==> src/rtl/spi_arb_pkg.sv <==
// Shared types and helpers for the SPI bus arbiter: FSM state encoding and index/one-hot conversion.
package spi_arb_pkg;

  localparam int unsigned MAX_REQ = 8;

  typedef enum logic [2:0] {
    StIdle,
    StArb,
    StSetup,
    StLoad,
    StWait,
    StHold,
    StGap
  } arb_state_e;

  function automatic logic [MAX_REQ-1:0] idx_to_onehot(input logic [2:0] idx);
    logic [MAX_REQ-1:0] oh;
    oh      = '0;
    oh[idx] = 1'b1;
    return oh;
  endfunction

endpackage

==> src/rtl/spi_rr_pick.sv <==
// Combinational round-robin picker: first set req bit searching upward from ptr+1, wrapping.
module spi_rr_pick #(
  parameter int unsigned N_REQ = 4,
  parameter int unsigned IDX_W = 2
) (
  input  logic [N_REQ-1:0] req,
  input  logic [IDX_W-1:0] ptr,
  output logic [IDX_W-1:0] idx,
  output logic             any
);

  logic [IDX_W-1:0] cand;

  // Scan from farthest to nearest so the nearest requester after ptr is written last.
  always_comb begin
    idx  = '0;
    any  = 1'b0;
    cand = '0;
    for (int k = int'(N_REQ); k >= 1; k--) begin
      cand = IDX_W'((int'(ptr) + k) % N_REQ);
      if (req[cand]) begin
        idx = cand;
        any = 1'b1;
      end
    end
  end

endmodule

==> src/rtl/spi_bus_arbiter.sv <==
// Shares one byte-level SPI master engine between N_REQ requesters with round-robin
// arbitration per transaction, owning the per-requester chip selects.
module spi_bus_arbiter
  import spi_arb_pkg::*;
#(
  parameter int unsigned N_REQ    = 4,
  parameter int unsigned LEN_W    = 4,
  parameter int unsigned CS_SETUP = 2,
  parameter int unsigned CS_GAP   = 2
) (
  input  logic               clk,
  input  logic               rst,
  input  logic [N_REQ-1:0]   req,
  input  logic [N_REQ*LEN_W-1:0] req_len,
  input  logic [N_REQ*8-1:0] tx_data,
  output logic [N_REQ-1:0]   grant,
  output logic [N_REQ-1:0]   tx_pop,
  output logic [7:0]         rx_data,
  output logic [N_REQ-1:0]   rx_valid,
  output logic [N_REQ-1:0]   done,
  output logic [N_REQ-1:0]   cs_n,
  output logic               eng_start,
  output logic [7:0]         eng_data,
  input  logic               eng_done,
  input  logic [7:0]         eng_rx
);

  localparam int unsigned IDX_W   = $clog2(N_REQ);
  localparam int unsigned MAX_CNT = (CS_SETUP > CS_GAP) ? CS_SETUP : CS_GAP;
  localparam int unsigned CNT_W   = $clog2(MAX_CNT + 1);

  arb_state_e       state_q;
  logic [IDX_W-1:0] win_q;
  logic [IDX_W-1:0] ptr_q;
  logic [LEN_W-1:0] rem_q;
  logic [CNT_W-1:0] cnt_q;

  logic [IDX_W-1:0] pick_idx;
  logic             pick_any;
  logic [N_REQ-1:0] pick_oh;
  logic [N_REQ-1:0] win_oh;
  logic [7:0]       tx_arr  [N_REQ];
  logic [LEN_W-1:0] len_arr [N_REQ];

  spi_rr_pick #(
    .N_REQ(N_REQ),
    .IDX_W(IDX_W)
  ) u_pick (
    .req(req),
    .ptr(ptr_q),
    .idx(pick_idx),
    .any(pick_any)
  );

  always_comb begin
    for (int i = 0; i < int'(N_REQ); i++) begin
      tx_arr[i]  = tx_data[i*8 +: 8];
      len_arr[i] = req_len[i*LEN_W +: LEN_W];
    end
  end

  assign pick_oh = N_REQ'(idx_to_onehot(3'(pick_idx)));
  assign win_oh  = N_REQ'(idx_to_onehot(3'(win_q)));

  always_ff @(posedge clk or posedge rst) begin
    if (rst) begin
      state_q   <= StIdle;
      win_q     <= '0;
      ptr_q     <= IDX_W'(N_REQ - 1);
      rem_q     <= '0;
      cnt_q     <= '0;
      grant     <= '0;
      tx_pop    <= '0;
      rx_data   <= '0;
      rx_valid  <= '0;
      done      <= '0;
      cs_n      <= '1;
      eng_start <= 1'b0;
      eng_data  <= '0;
    end else begin
      tx_pop    <= '0;
      rx_valid  <= '0;
      done      <= '0;
      eng_start <= 1'b0;
      case (state_q)
        StIdle: begin
          if (|req) state_q <= StArb;
        end
        StArb: begin
          if (!pick_any) begin
            state_q <= StIdle;
          end else begin
            win_q <= pick_idx;
            ptr_q <= pick_idx;
            rem_q <= len_arr[pick_idx];
            grant <= pick_oh;
            cnt_q <= '0;
            // Zero-length requests complete without touching the chip select.
            if (len_arr[pick_idx] == '0) begin
              done    <= pick_oh;
              state_q <= StGap;
            end else begin
              cs_n    <= ~pick_oh;
              state_q <= StSetup;
            end
          end
        end
        StSetup: begin
          if (cnt_q == CNT_W'(CS_SETUP - 1)) begin
            eng_start <= 1'b1;
            eng_data  <= tx_arr[win_q];
            tx_pop    <= win_oh;
            state_q   <= StLoad;
          end else begin
            cnt_q <= cnt_q + 1'b1;
          end
        end
        StLoad: begin
          state_q <= StWait;
        end
        StWait: begin
          if (eng_done) begin
            rx_data  <= eng_rx;
            rx_valid <= win_oh;
            rem_q    <= rem_q - LEN_W'(1);
            if (rem_q == LEN_W'(1)) begin
              state_q <= StHold;
            end else begin
              eng_start <= 1'b1;
              eng_data  <= tx_arr[win_q];
              tx_pop    <= win_oh;
              state_q   <= StLoad;
            end
          end
        end
        StHold: begin
          cs_n    <= '1;
          done    <= win_oh;
          grant   <= '0;
          cnt_q   <= '0;
          state_q <= StGap;
        end
        StGap: begin
          grant <= '0;
          if (cnt_q == CNT_W'(CS_GAP - 1)) begin
            state_q <= StIdle;
          end else begin
            cnt_q <= cnt_q + 1'b1;
          end
        end
        default: state_q <= StIdle;
      endcase
    end
  end

endmodule

==> config.mk <==
export PLATFORM = sky130hd
export DESIGN_NAME = spi_bus_arbiter
export DESIGN_NICKNAME = d
export VERILOG_FILES = /design/src/rtl/spi_arb_pkg.sv /design/src/rtl/spi_rr_pick.sv /design/src/rtl/spi_bus_arbiter.sv
export SDC_FILE = /design/constraint.sdc
export NUM_CORES = 1
export LEC_CHECK = 0
export ABC_AREA = 1
export BUFFER_PORTS_ARGS = -buffer_cell sky130_fd_sc_hd__buf_2
export CORE_MARGIN = 10
export CORE_UTILIZATION = 45
export DETAILED_ROUTE_END_ITERATION = 8
export GPL_TIMING_DRIVEN = 0
export HOLD_SLACK_MARGIN = 0.15
export PLACE_DENSITY = 0.72
export SETUP_SLACK_MARGIN = 0.5
export SLEW_MARGIN = 20
export SYNTH_ARGS = -nofsm -noshare
export SYNTH_HDL_FRONTEND = slang
export SYNTH_SLANG_ARGS = --single-unit
==> constraint.sdc <==
create_clock -name clk -period 3.11 [get_ports clk]
set_clock_uncertainty 0.15 [all_clocks]
set_input_delay 0.1555 -clock clk [delete_from_list [all_inputs] [get_ports clk]]
set_output_delay 0.1555 -clock clk [all_outputs]
set_load 0.1 [all_outputs]
**Word level (Yosys, flattened, before mapping)**

Cells that the tools add are included.
W data, S select, Z words.

- Add/sub/neg operators: 6
- $lt $le $gt $ge: 10
- Equal/unequal tests: 16
- Bitwise operators: 3
- Multiplexer cells: 62
- Reductions and logical operators: 20

Operators by type and width:

| kind | number |
|---|---|
| $mux W4 | 14 |
| $mux W8 | 5 |
| $pmux W4 S2 | 5 |
| $mux W3 | 7 |
| $pmux W3 S7 | 1 |
| $bmux W8 S2 | 1 |
| $ne A2 B2 Y1 const B | 8 |
| $pmux W8 S2 | 1 |
| $mux W1 | 13 |
| $lt A2 B3 Y1 const B | 4 |
| $mux W2 | 6 |
| $eq A3 B3 Y1 const B | 3 |
| $reduce_and A3 Y1 | 3 |
| $bmux W1 S2 | 4 |
| $bmux W4 S2 | 1 |
| $lt A2 B4 Y1 const B | 2 |
| $reduce_and A4 Y1 | 2 |
| $reduce_bool A2 Y1 | 4 |
| $add A2 B1 Y2 const B | 3 |
| $eq A3 B2 Y1 const B | 2 |
| $ge A3 B3 Y1 const B | 2 |
| $not A2 Y3 | 2 |
| $pmux W2 S3 | 1 |
| $reduce_and A2 Y1 | 3 |
| other kinds (15) | 20 |

- Bits in registers: 50
- Input port bits: 63
- Logic and storage cells: 130
- Output and inout bits: 37

**Logic depth before layout (Yosys ltp)**

- Depth after elaboration: 15
- Gate-level depth with buffers: 20
- Gate-level depth less buffers: 18

**By module**

A second synthesis with hierarchy kept.

- Cells, all modules: 372
- Area, all modules: 2765.2 um2

Modules (own cells, without submodules):

| module | instances | seq. area each (um2) | cells each | area each (um2) |
|---|---|---|---|---|
| spi_bus_arbiter | 1 | 1258.7 | 323 | 2538.7 |
| spi_rr_pick | 1 | 0.0 | 49 | 226.5 |

**Least setup slack after synthesis**

No wires, ideal clock.

- Path kind: register -> register
- From: register ptr_q[0]
- To: register cs_n[0]
- Arrival: 1.979 ns
- Period minus slack after synthesis: 2.193 ns
- Buffers on the path: 2
- Data required time: 2.896 ns
- Library setup time: 0.064 ns
- Slack: 0.917 ns
- Stages on the path, launching flop included: 21
- Path through: dfstp_2 > buf_6 > inv_8 > nand2_2 > nand2_1 > nand2_1 > nand2_1 > nand2_2 > nand2_2 > nand2_4 > nand2_4 > buf_6 > nand2_1 > nand2_1 > nand2_1 > nand2_2 > nor2_4 > nand2_4 > nand2_4 > nand2_1 > nand3_1

- Cells in the longest elaborated chain, start to end: 15
- Elaborated cells on any way between the ends: 37
- Those cells by class: add/sub (4); order compare (2); eq/ne (2); mux (24); bitwise (2); reduce/logical (3)

Ends and longest elaborated chain:

| element | line | RTL |
|---|---|---|
| start, declared | spi_bus_arbiter.sv:34 | `logic [IDX_W-1:0] ptr_q;` |
| start signal, assigned | spi_bus_arbiter.sv:69 | `ptr_q <= IDX_W'(N_REQ - 1);` |
| start signal, assigned | spi_bus_arbiter.sv:94 | `ptr_q <= pick_idx;` |
| $add A2 B1 Y2 | spi_rr_pick.sv:20 | `cand = IDX_W'((int'(ptr) + k) % N_REQ);` |
| $bmux W1 S2 | spi_rr_pick.sv:21 | `if (req[cand]) begin` |
| $mux W1 (implied by the code) | spi_rr_pick.sv:21 |  |
| $mux W2 (4 in series) | spi_rr_pick.sv:21 |  |
| $lt A2 B4 Y1 (implied by the code) / $ge A2 B1 Y1 (equally long branches) | spi_arb_pkg.sv:19 | `oh[idx] = 1'b1;` |
| $logic_and A1 B1 Y1 (implied by the code) | spi_arb_pkg.sv:19 |  |
| $mux W1 (implied by the code) | spi_arb_pkg.sv:19 |  |
| $demux W1 S2 | spi_arb_pkg.sv:19 |  |
| $not A4 Y4 | spi_bus_arbiter.sv:103 | `cs_n <= ~pick_oh;` |
| $mux W4 | spi_bus_arbiter.sv:99 | `if (len_arr[pick_idx] == '0) begin` |
| $mux W4 | spi_bus_arbiter.sv:90 | `if (!pick_any) begin` |
| $pmux W4 S2 | spi_bus_arbiter.sv:85 | `case (state_q)` |
| end signal, assigned | spi_bus_arbiter.sv:103 |  |
| end, declared | spi_bus_arbiter.sv:21 | `output logic [N_REQ-1:0] cs_n,` |

Several ways; a longest one is shown, not always the timed one. The select of a mux whose other input is x is not followed.
A chain may end at the register's enable or synchronous reset.

**Worst setup path after layout**

- From: register ptr_q[0]
- To: register done[0]

- Cells in the longest elaborated chain, start to end: 15
- Elaborated cells on any way between the ends: 33
- Those cells by class: add/sub (4); order compare (2); mux (24); bitwise (1); reduce/logical (2)

Ends and longest elaborated chain:

| element | line | RTL |
|---|---|---|
| branches (longest 13 deep; another with $lt A2 B4 Y1) | - |  |
| $mux W4 (*) | spi_bus_arbiter.sv:90 |  |
| $pmux W4 S2 (*) | spi_bus_arbiter.sv:85 |  |
| end signal, assigned | spi_bus_arbiter.sv:100 | `done <= pick_oh;` |
| end signal, assigned | spi_bus_arbiter.sv:138 | `done <= win_oh;` |
| end, declared | spi_bus_arbiter.sv:20 | `output logic [N_REQ-1:0] done,` |

Every way passes the cells marked *. The select of a mux whose other input is x is not followed.

==> impl_metrics.tcl <==
set metrics [dict create \
    outcome "complete, no violations" \
    fin_crit_ns 2.47 \
    synth_area_leader_cell "dfrtp_1" \
    cap_violations 0 \
    syn_inst 347 \
    slew_violations 0 \
    layout-drive-gt1-share 0.319 \
    die_h_um 98.0 \
    n_fill_cell 468 \
    cts_buffer_depth 2 \
    cts-buffers-inserted 5 \
    chipWidth_um 98.0 \
    core_area_um2 5920 \
    slew_headroom 0.338 \
    syn_nets 418 \
    synth_edf_count 0 \
    multi_input_area_um2 1340 \
    grt_pass1_wl_mm 14.6 \
    seq_area_frac_synth 0.459 \
    setup_viol 0 \
    overflow 0 \
    rr_worst_depth 18 \
    hold_depth 7 \
    path_max_fanout 10 \
    drt_iter0_drc 168 \
    vias 2971 \
    grt.total_usage 0.179 \
    regArea_um2 1260 \
    worst_path_max_delay_cell "dfstp_2" \
    cp_top_family "simple AND/OR/NAND/NOR gates" \
    grt_pass1_vias 3152 \
    io_buffers 99 \
    area_growth_pct 45.9 \
    antenna_left 0 \
    grt_max_degree 36 \
    ys_types 29 \
    r2r_slack_ns 0.64 \
    hold_viol_final 0 \
    cts-root-buf "clkbuf_8" \
    worst_pin_slew_ns 0.983 \
    stdcell_count 582 \
    cts.clk_slew.worst_paths_ns 0.10 \
    firstDrtPassIters 4 \
    grt_antenna_before_repair 2 \
    insertion_delay_ns 0.30 \
    h-tree-depth 2 \
    clock_sinks 50 \
    dp.cells 522 \
    worstSetupPathType "flip-flop to flip-flop" \
    routedWlPerCell_um 15.2 \
    postSynthAreaPerCell_um2 7.90 \
    setup_tns_ns 0 \
    num_rows 28 \
    viasPerCell 5.10 \
    cp.arrival_ns 2.54 \
    yosys_warnings 0 \
    reg2reg_to "done[0]" \
    synth_top_area_frac 0.402 \
    rsz0062_at_grt "no" \
    synth_seq_cells 50 \
    cp.required_ns 3.18 \
    start_util 0.463 \
    rr_startpoint "ptr_q[0]" \
    route.detailed.drc 0 \
    finalCritPeriodShare 0.795 \
    nNetsFinal 575 \
    fp.dieArea_um2 9610 \
    place_congestion 0.847 \
    io-pin-count 100 \
    synth_flop_cell "dfrtp_1" \
    hp-start "req_len[15]" \
    max_freq_mhz 405 \
    hold_class "input pin to flip-flop" \
    timing.critical_path.buf_inv 3 \
    wirelength_mm 8.84 \
    synth_area_um2 2740 \
    cp-start-kind "flip-flop" \
    slowest_delay_ns 0.54 \
    worstPathCellList "buf_6, inv_8, nand2_2, nand2_2, nand2_1, nand2_1, nand2_2, nand2_2, nand2_4, nand2_4, buf_8, nand2_2, nand2_1, nand2_1, nand3_2, nor2_4, nand4_1, a21oi_1" \
    cp_common_cell "nand2_2" \
    worstHoldEndpoint "rem_q[3]" \
    cts_tree "built" \
    async_flop_share 1.00 \
    netlist_top_cells_area "dfrtp_1 (40%), nand2_1 (15%), dfstp_2 (5.8%), inv_1 (5.1%), nand3_1 (4.4%)" \
    end_kind "flip-flop" \
    hpwl_mm 6.12 \
]
-- state kept, by name, indices dropped and copies added, names as in the netlist --
register and cells:
win_q 2, cs_n 4, done 4, eng_data 8, rx_data 8, cnt_q 2
eng_start 1, ptr_q 2, state_q 3, grant 4, tx_pop 4, rx_valid 4
rem_q 4
-- layout by cell type (no fill, tap or decap), drive strengths merged --
cell,count
dlygate4sd3,44
clkinv,2
xor2,2
nor2,32
clkbuf,7
nand4,5
nand2,122
a41oi,8
clkinvlp,2
o31ai,1
dfstp,6
nand3,26
buf,110
diode,2
a31oi,2
dfrtp,44
a21oi,9
inv,39
ha,8
o22ai,3
nor4,1
o21ai,23
a22oi,9
-- layer usage --
layer,part of all wire,GRT usage,up-vias
met5,0,0,-
met4,0.040,0.0951,0
met3,0.067,0.0409,34
met2,0.52,0.317,117
met1,0.38,0.194,1369
li1,-,-,1451
-- worst max-delay path by stage --
stage	slack, ns	depth (start not counted)	end	startpoint
global placement	0.68	16	cs_n[1]	ptr_q[0]
global route	0.49	18	done[2]	ptr_q[0]
floorplan	0.92	20	cs_n[0]	ptr_q[0]
CTS	0.55	9	rx_data[6]	state_q[0]
finish	0.64	18	done[0]	ptr_q[0]
detailed placement	0.62	16	cs_n[2]	ptr_q[0]
-- synthesized netlist by cell type (2+ instances only) --
master / count
o21ai_0: 22
nand2_1: 109
nand3_2: 2
a22oi_1: 9
dfrtp_1: 44
buf_6: 2
o22ai_1: 2
nand2_2: 9
a31oi_1: 2
clkinv_1: 2
dfstp_2: 6
xor2_1: 2
nand4_1: 5
nand3_1: 24
nor2_1: 30
a41oi_1: 8
a21oi_1: 9
nor2_4: 2
inv_1: 37
ha_1: 8
nand2_4: 4
buf_2: 2
-- layout make-up --
| class | instances | share of cell area |
|---|---|---|
| multi-input cells | 251 | 0.335 |
| flip-flops and latches | 50 | 0.315 |
| repair buffers | 150 | 0.250 |
| inverters | 41 | 0.0413 |
| well taps | 75 | 0.0235 |
| clock buffers | 6 | 0.0207 |
| plain buffers | 5 | 0.0100 |
| clock inverters | 2 | 0.00313 |
| diodes | 2 | 0.00125 |
-- stage by stage --
stage / instance area [µm²] / hold WS (ns) / setup WS [ns] / util
2_1_floorplan: 2740 / 0.115 / 0.917 / -
3_3_place_gp: 3330 / 0.199 / 0.685 / 0.562
5_1_grt: 4000 / 0.212 / 0.486 / 0.675
4_1_cts: 3880 / 0.156 / 0.553 / 0.656
3_5_place_dp: 3350 / 0.00104 / 0.615 / 0.566
6_report: 4000 / 0.187 / 0.638 / 0.675
-- tightest hold or removal path, delay by kind of cell --
family                 cells  cell delay (ns)
AO/OA/AOI/OAI              1             0.06
buffers and inverters      1             0.10
AND/OR/NAND/NOR            5             0.28
-- cells by family after synthesis --
| group | after synthesis | share of synthesized area |
|---|---|---|
| buffers and inverters | 46 | 0.0721 |
| and+or+nand+nor | 186 | 0.300 |
| AOI/OAI and AO/OA | 55 | 0.125 |
| adders and majority gates | 8 | 0.0365 |
| DFF | 50 | 0.459 |
| xor gates and xnor gates | 2 | 0.00639 |
-- what timing repair did --
item / 4_1_cts / 5_1_grt
endpoints found under the hold margin: 61 / 0
endpoints found under the setup margin: 0 / 26
gates resized for setup: 0 / 19
hold buffers: 44 / 0
setup buffers: 0 / 6
Power is not shown: default switching activity piles up to over one toggle a cycle in this logic, so the estimate is an artifact.
